## config.mk

```make
export PLATFORM = sky130hd
export DESIGN_NAME = countdown_timer
export DESIGN_NICKNAME = d
export VERILOG_FILES = /design/src/rtl/countdown_timer.sv
export SDC_FILE = /design/constraint.sdc
export NUM_CORES = 1
export LEC_CHECK = 0
export CAP_MARGIN = 20
export CORE_MARGIN = 1
export CORE_UTILIZATION = 40
export CTS_BUF_LIST = sky130_fd_sc_hd__clkbuf_4 sky130_fd_sc_hd__clkbuf_8
export DETAILED_ROUTE_END_ITERATION = 10
export HOLD_SLACK_MARGIN = 0.08
export PLACE_DENSITY = 0.8
export SLEW_MARGIN = 5
export SYNTH_ARGS = -nofsm -noshare
export SYNTH_HDL_FRONTEND = slang
export SYNTH_SLANG_ARGS = --single-unit
export TNS_END_PERCENT = 100
```

## constraint.sdc

```tcl
create_clock -name clk -period 2.4 [get_ports clk]
set_input_delay 0.24 -clock clk [delete_from_list [all_inputs] [get_ports clk]]
set_output_delay 0.24 -clock clk [all_outputs]
set_load 0.03 [all_outputs]
```

## src/rtl/countdown_timer.sv

```systemverilog
// Millisecond countdown timer. Loads a preset, decrements on each rising edge of the
// 1 kHz divider tick while running, and flags expiry when the count reaches zero.
module countdown_timer #(
  parameter int unsigned MAX_COUNT = 9999,
  localparam int unsigned W = $clog2(MAX_COUNT + 1)
) (
  input  logic         clk,
  input  logic         reset,
  input  logic         tick_1khz,
  input  logic         load,
  input  logic [W-1:0] load_value,
  input  logic         run,
  output logic [W-1:0] remaining_time,
  output logic         running,
  output logic         expired,
  output logic         expired_pulse
);

  typedef enum logic [1:0] {StIdle, StArmed, StRun, StExpired} state_e;

  state_e       state_q;
  logic         tick_q;
  logic         tick_rise;
  logic [W-1:0] load_clamped;

  assign tick_rise    = tick_1khz & ~tick_q;
  assign load_clamped = (load_value > W'(MAX_COUNT)) ? W'(MAX_COUNT) : load_value;

  // Outputs are registered alongside the state so they track state_q exactly.
  always_ff @(posedge clk or negedge reset) begin
    if (!reset) begin
      state_q        <= StIdle;
      tick_q         <= 1'b0;
      remaining_time <= '0;
      running        <= 1'b0;
      expired        <= 1'b0;
      expired_pulse  <= 1'b0;
    end else begin
      tick_q        <= tick_1khz;
      expired_pulse <= 1'b0;
      if (load) begin
        remaining_time <= load_clamped;
        running        <= 1'b0;
        expired        <= 1'b0;
        state_q        <= (load_clamped != '0) ? StArmed : StIdle;
      end else begin
        unique case (state_q)
          StIdle: ;
          StArmed: begin
            if (run) begin
              state_q <= StRun;
              running <= 1'b1;
            end
          end
          StRun: begin
            // A pause coinciding with a tick edge wins; the tick is dropped.
            if (!run) begin
              state_q <= StArmed;
              running <= 1'b0;
            end else if (tick_rise) begin
              if (remaining_time > W'(1)) begin
                remaining_time <= remaining_time - W'(1);
              end else begin
                remaining_time <= '0;
                state_q        <= StExpired;
                running        <= 1'b0;
                expired        <= 1'b1;
                expired_pulse  <= 1'b1;
              end
            end
          end
          StExpired: ;
          default: begin
            state_q        <= StIdle;
            remaining_time <= '0;
            running        <= 1'b0;
            expired        <= 1'b0;
          end
        endcase
      end
    end
  end

endmodule

```

==> results.cfg, run 1 <==
[outcome]
status = finished clean

[cells_and_area]
area_growth_pct = 34.4
multi_input_area_um2 = 786
drive_gt1_frac = 0.0773
final_cell_count_no_fill = 238
insertedDiodeCount = 0
register_area_um2 = 500
fillers = 271
nets = 216

[drt]
avgViaCountPerCell = 6.11
routed.top_layer = met4
drc = 0
antenna_left = 0
wl_met2_um = 1880
first_pass_iters = 4
wl_met1_um = 1570
routedWlPerCell_um = 15.9
drtIter0Drc = 99
vias = 1453
wirelength_um = 3790
wl_met3_um = 313

[synth]
ys_ff_latch = 20
synth_area_leader_cell = dfrtp_1
async_flop_share = 1.00
syn-cell-area_um2 = 1350
synth.most_common_cell = dfrtp_1
syn_inst = 155
yosysWarningCount = 0
synthFlopType = dfrtp_1
synth-edff-count = 0
yosys-top-cells-area = dfrtp_1, a21oi_1, or3_1
yosysSeqAreaShare = 0.370
synth_common_cells = dfrtp_1, a21oi_1, nor2_1, nand2_1, nor3_1
syn_nets = 176
ys_types = 49
avgSynthCellArea_um2 = 8.72
yosysTopAreaCellShare = 0.370

[clock_tree]
cts_sinks = 20
clock_latency_ns = 0.31
cts_made_buffers = 3
clockBufferDepth = 2
post_cts_buffers = 0
h-tree-depth = 1
cts_root_buf = clkbuf_4
clkSlewWorstSetupHoldPaths_ns = 0.13
post_cts_resized = 0
cts_tree = built
cts_hold_buf = 0

[critical_path]
r2r_setup_slack_ns = 0.25
critPathMaxFanout = 8
crit_arrival_ns = 2.40
endpoint_kind = flip-flop
rr_startpoint = remaining_time[1]
crit_type = reg -> reg
cp-start-kind = flip-flop
critical_path.startpoint = remaining_time[1]
critPathRequiredTime_ns = 2.65

[sta]
report.final.setup_viol = 0
fin_crit_sh = 0.896
clock_skew_ns = 0.00780
slew_viol_final = 0
finalSetupTns_ns = 0
min_period_ns = 2.15
layout_setup_ws_ns = 0.248
timing.fmax_mhz = 465
slew_headroom = 0.564
rsz0062_at_grt = false
whs_ns = 0.251
tightest_slew_ns = 0.647
finalHoldViolCount = 0

[placed_design]
dp_hpwl_um = 2850
pre_cts_slack_ns = 0.267
numPortBuffers = 35
dp.cells = 234
gp_congestion = 0.891

[floorplan]
chipWidth_um = 60.1
coreArea_um2 = 3130
io-pin-count = 36
rows = 20
die-area_um2 = 3610
die_y_um = 60.1
initial_core_util = 0.432

[global_routing]
grt_max_degree = 21
antenna_found_initial = 0
grt_overflow = 0
grt_pass1_wl_um = 6220
grt_usage = 0.226
grt_pass1_vias = 1359

[power_and_ir_drop]
ir_drop_mv = 0.304
p_total_mw = 0.957
cellLeakagePower_nw = 0.705
power_density_nw_per_um2 = 527

[run]
maxCapViolations = 0

[min_path]
holdCritPathClass = in -> async
## sequential cells by signal, summed over array words and instances (netlist names)
register,cells
tick_q,1
expired_pulse,1
state_q,2
remaining_time,14
running,1
expired,1
## cell usage in the layout, fill, tap and decap left out, types with 2 or more instances in the layout
| master | instances |
|---|---|
| clkdlybuf4s50_1 | 35 |
| dfrtp_1 | 20 |
| a21oi_1 | 15 |
| nor2_1 | 12 |
| nand2_1 | 10 |
| nor3_1 | 9 |
| or3_1 | 8 |
| nand3_1 | 7 |
| inv_1 | 6 |
| buf_4 | 6 |
| nor4_1 | 5 |
| o21ai_0 | 5 |
| a22oi_1 | 4 |
| nand4_1 | 3 |
| o211ai_1 | 3 |
| clkbuf_4 | 3 |
| or4_4 | 2 |
| and2_1 | 2 |
| and3_1 | 2 |
| o32ai_1 | 2 |
| nand2b_1 | 2 |
| or4_1 | 2 |
| xnor2_1 | 2 |
| o21ai_1 | 2 |
| o31ai_1 | 2 |
| o311ai_0 | 2 |
| ha_1 | 2 |
## final timing paths
kind,to,cells past startpoint
worst min-delay path,remaining_time[2],2
max in group asynchronous,expired,2
min in group clk,tick_q,1
worst min register to register,expired,2
worst max-delay path,remaining_time[8],6
worst max register to register,remaining_time[8],6
## routing by layer
layer	vias up	GRT usage
met3	4	0.0303
li1	683	-
met5	-	0
met4	0	0.0631
met1	691	0.299
met2	75	0.383
## layout make-up
class / instances / area share
well taps: 44 / 0.0303
multi-input cells: 122 / 0.433
clock buffers: 3 / 0.0124
repair buffers: 41 / 0.218
inverters: 7 / 0.0145
flip-flops and latches: 20 / 0.276
clock inverters: 1 / 0.0165
## through the flow
step                instance area, um^2  utilization
floorplan                          1350            -
global placement                   1760        0.564
detailed placement                 1760        0.564
CTS                                1820        0.580
global route                       1820        0.580
finish                             1820        0.580
## critical path: stages, from the launching register on
cell	delay (ns)
dfrtp_1	0.45
inv_1	0.10
ha_1	0.20
or3b_1	0.48
or3_1	0.36
a2111oi_2	0.37
a211o_1	0.14
## kinds of logic after synthesis
logic type	after synthesis	share of synthesized area
buf+inv	13	0.0481
mux	1	0.00741
compound gates	50	0.261
fa+ha+maj	2	0.0185
simple gates	67	0.281
flops	20	0.370
xor+xnor	2	0.0130
## report_power, final
part | switching, mW | internal, mW
clock network | 0.116 | 0.169
logic | 0.142 | 0.118
registers | 0.0487 | 0.363
No activity file was read; power rests on OpenSTA's default activity.
==> run 2: changes to the inputs <==
--- a/config.mk
+++ b/config.mk
@@ -7,11 +7,11 @@
 export LEC_CHECK = 0
 export CAP_MARGIN = 20
 export CORE_MARGIN = 1
-export CORE_UTILIZATION = 40
+export CORE_UTILIZATION = 35
 export CTS_BUF_LIST = sky130_fd_sc_hd__clkbuf_4 sky130_fd_sc_hd__clkbuf_8
 export DETAILED_ROUTE_END_ITERATION = 10
 export HOLD_SLACK_MARGIN = 0.08
-export PLACE_DENSITY = 0.8
+export PLACE_DENSITY = 0.73
 export SLEW_MARGIN = 5
 export SYNTH_ARGS = -nofsm -noshare
 export SYNTH_HDL_FRONTEND = slang
==> results.cfg, run 2 (synthesis results as in run 1) <==
[power_and_ir_drop]
power.internal_mw = 0.634
p_switching_mw = 0.313
cellLeakagePower_nw = 0.737
switching_share = 0.330
p_comb_frac = 0.290
seqPwrFrac = 0.426
power_density_nw_per_um2 = 507
ir_drop_mv = 0.205
clockPowerShare = 0.283

[cells_and_area]
area_growth_pct = 38.2
drive_gt1_frac = 0.105
regMostFlops = remaining_time
reg_top3 = remaining_time (14), state_q (2)
largest_reg_flops = 14
final_common_cell = clkdlybuf4s50_1
utilization = 0.506
insertedDiodeCount = 0
mostFrequentLayoutCells = clkdlybuf4s50_1, dfrtp_1, a21oi_1, nor2_1, buf_4
nets = 222

[floorplan]
rows = 22
chipWidth_um = 64.1
io-pin-count = 36
coreArea_um2 = 3690
initial_core_util = 0.366
die-area_um2 = 4110
die_y_um = 64.1

[sta]
whs_ns = 0.312
timing.fmax_mhz = 460
slew_headroom = 0.712
slew_viol_final = 0
rsz0062_at_grt = false
tightest_slew_ns = 0.421
finalSetupTns_ns = 0
clock_skew_ns = 0.00402
report.final.setup_viol = 0
finalHoldViolCount = 0
min_period_ns = 2.17
fin_crit_sh = 0.906

[clock_tree]
h-tree-depth = 1
cts_root_buf = clkbuf_8
cts_made_buffers = 3
cts_sinks = 20
post_cts_buffers = 0
cts_hold_buf = 0
clkSlewWorstSetupHoldPaths_ns = 0.08
clock_latency_ns = 0.26
clockBufferDepth = 2
cts_tree = built
post_cts_resized = 0

[placed_design]
dp_hpwl_um = 2920
numPortBuffers = 35
gp_congestion = 0.952

[drt]
routedWlPerCell_um = 16.2
wirelength_um = 4020
vias = 1433
drc = 0
avgViaCountPerCell = 5.78
antenna_left = 0
first_pass_iters = 4
drtIter0Drc = 136

[critical_path]
crit_path_top_delay_cell = or4_4
ff2ff_path_depth = 4
cp-start-kind = flip-flop
cp_cell_sequence = or4_4 -> or3_1 -> a2111oi_0 -> o32ai_1
endpoint_kind = flip-flop
critPathMaxFanout = 9
max_stage_delay_ns = 0.57
critPathRequiredTime_ns = 2.54
timing.rr.end = remaining_time[10]
r2r_setup_slack_ns = 0.23
rr_startpoint = remaining_time[2]
crit_type = reg -> reg
crit_arrival_ns = 2.31

[global_routing]
grt_max_degree = 21
antenna_found_initial = 0
grt_overflow = 0
grt_pass1_wl_um = 6800
grt_pass1_vias = 1351
grt_usage = 0.213

[run]
maxCapViolations = 0

[outcome]
status = finished clean

[min_path]
holdCritPathClass = in -> async
run 2: layer usage:
metal | wire length (um) | up-vias | track usage | share of wire
met2 | 1910 | 54 | 0.350 | 0.48
met3 | 218 | 7 | 0.0286 | 0.054
met4 | 57 | 0 | 0.0611 | 0.014
met1 | 1830 | 677 | 0.292 | 0.46
met5 | 0 | - | 0 | 0
li1 | - | 695 | - | -
run 2: layout make-up:
cell class	instances	area, um^2
Inverter	7	26.3
Sequential cell	20	500
Multi-Input combinational cell	122	786
Timing Repair Buffer	47	440
Tap cell	48	60.1
Fill cell	367	1820
Clock buffer	4	55.1
run 2: stage by stage:
stage | power (mW) | std cells | setup WS (ns) | cell area, um^2
floorplan | 0.556 | 155 | 0.265 | 1350
global placement | 0.679 | 244 | 0.342 | 1810
detailed placement | 0.682 | 244 | 0.298 | 1810
CTS | 0.952 | 248 | 0.268 | 1870
global route | 0.993 | 248 | 0.113 | 1870
finish | 0.946 | 248 | 0.226 | 1870
run 2: worst max path at each step:
| stage | from | endpoint | slack, ns | cells past startpoint |
|---|---|---|---|---|
| final | remaining_time[2] | remaining_time[10] | 0.23 | 4 |
| after CTS | remaining_time[0] | remaining_time[8] | 0.27 | 6 |
| after floorplan | remaining_time[1] | remaining_time[8] | 0.26 | 7 |
| after global routing | remaining_time[0] | remaining_time[8] | 0.11 | 6 |
| after global placement | remaining_time[0] | remaining_time[8] | 0.34 | 6 |
| after detailed placement | remaining_time[0] | remaining_time[8] | 0.30 | 6 |
run 2: power groups by stage:
stage               logic, mW  registers, mW  clock network, mW
global placement        0.271          0.407                  0
global route            0.297          0.409              0.287
finish                  0.275          0.404              0.268
detailed placement      0.273          0.409                  0
floorplan               0.107          0.449                  0
CTS                     0.275          0.403              0.274
run 2: worst max-delay path: cells and delay by family (launching register included):
kind	cells	cell delay, ns
simple gates	2	0.95
compound gates	2	0.62
flops	1	0.48
==> run 3: changes to the inputs <==
--- a/config.mk
+++ b/config.mk
@@ -5,8 +5,6 @@
 export SDC_FILE = /design/constraint.sdc
 export NUM_CORES = 1
 export LEC_CHECK = 0
-export CAP_MARGIN = 20
-export CORE_MARGIN = 1
 export CORE_UTILIZATION = 35
 export CTS_BUF_LIST = sky130_fd_sc_hd__clkbuf_4 sky130_fd_sc_hd__clkbuf_8
 export DETAILED_ROUTE_END_ITERATION = 10
==> results of run 3 <==
No change in the layout: final DEF, timing and power equal those of run 2.
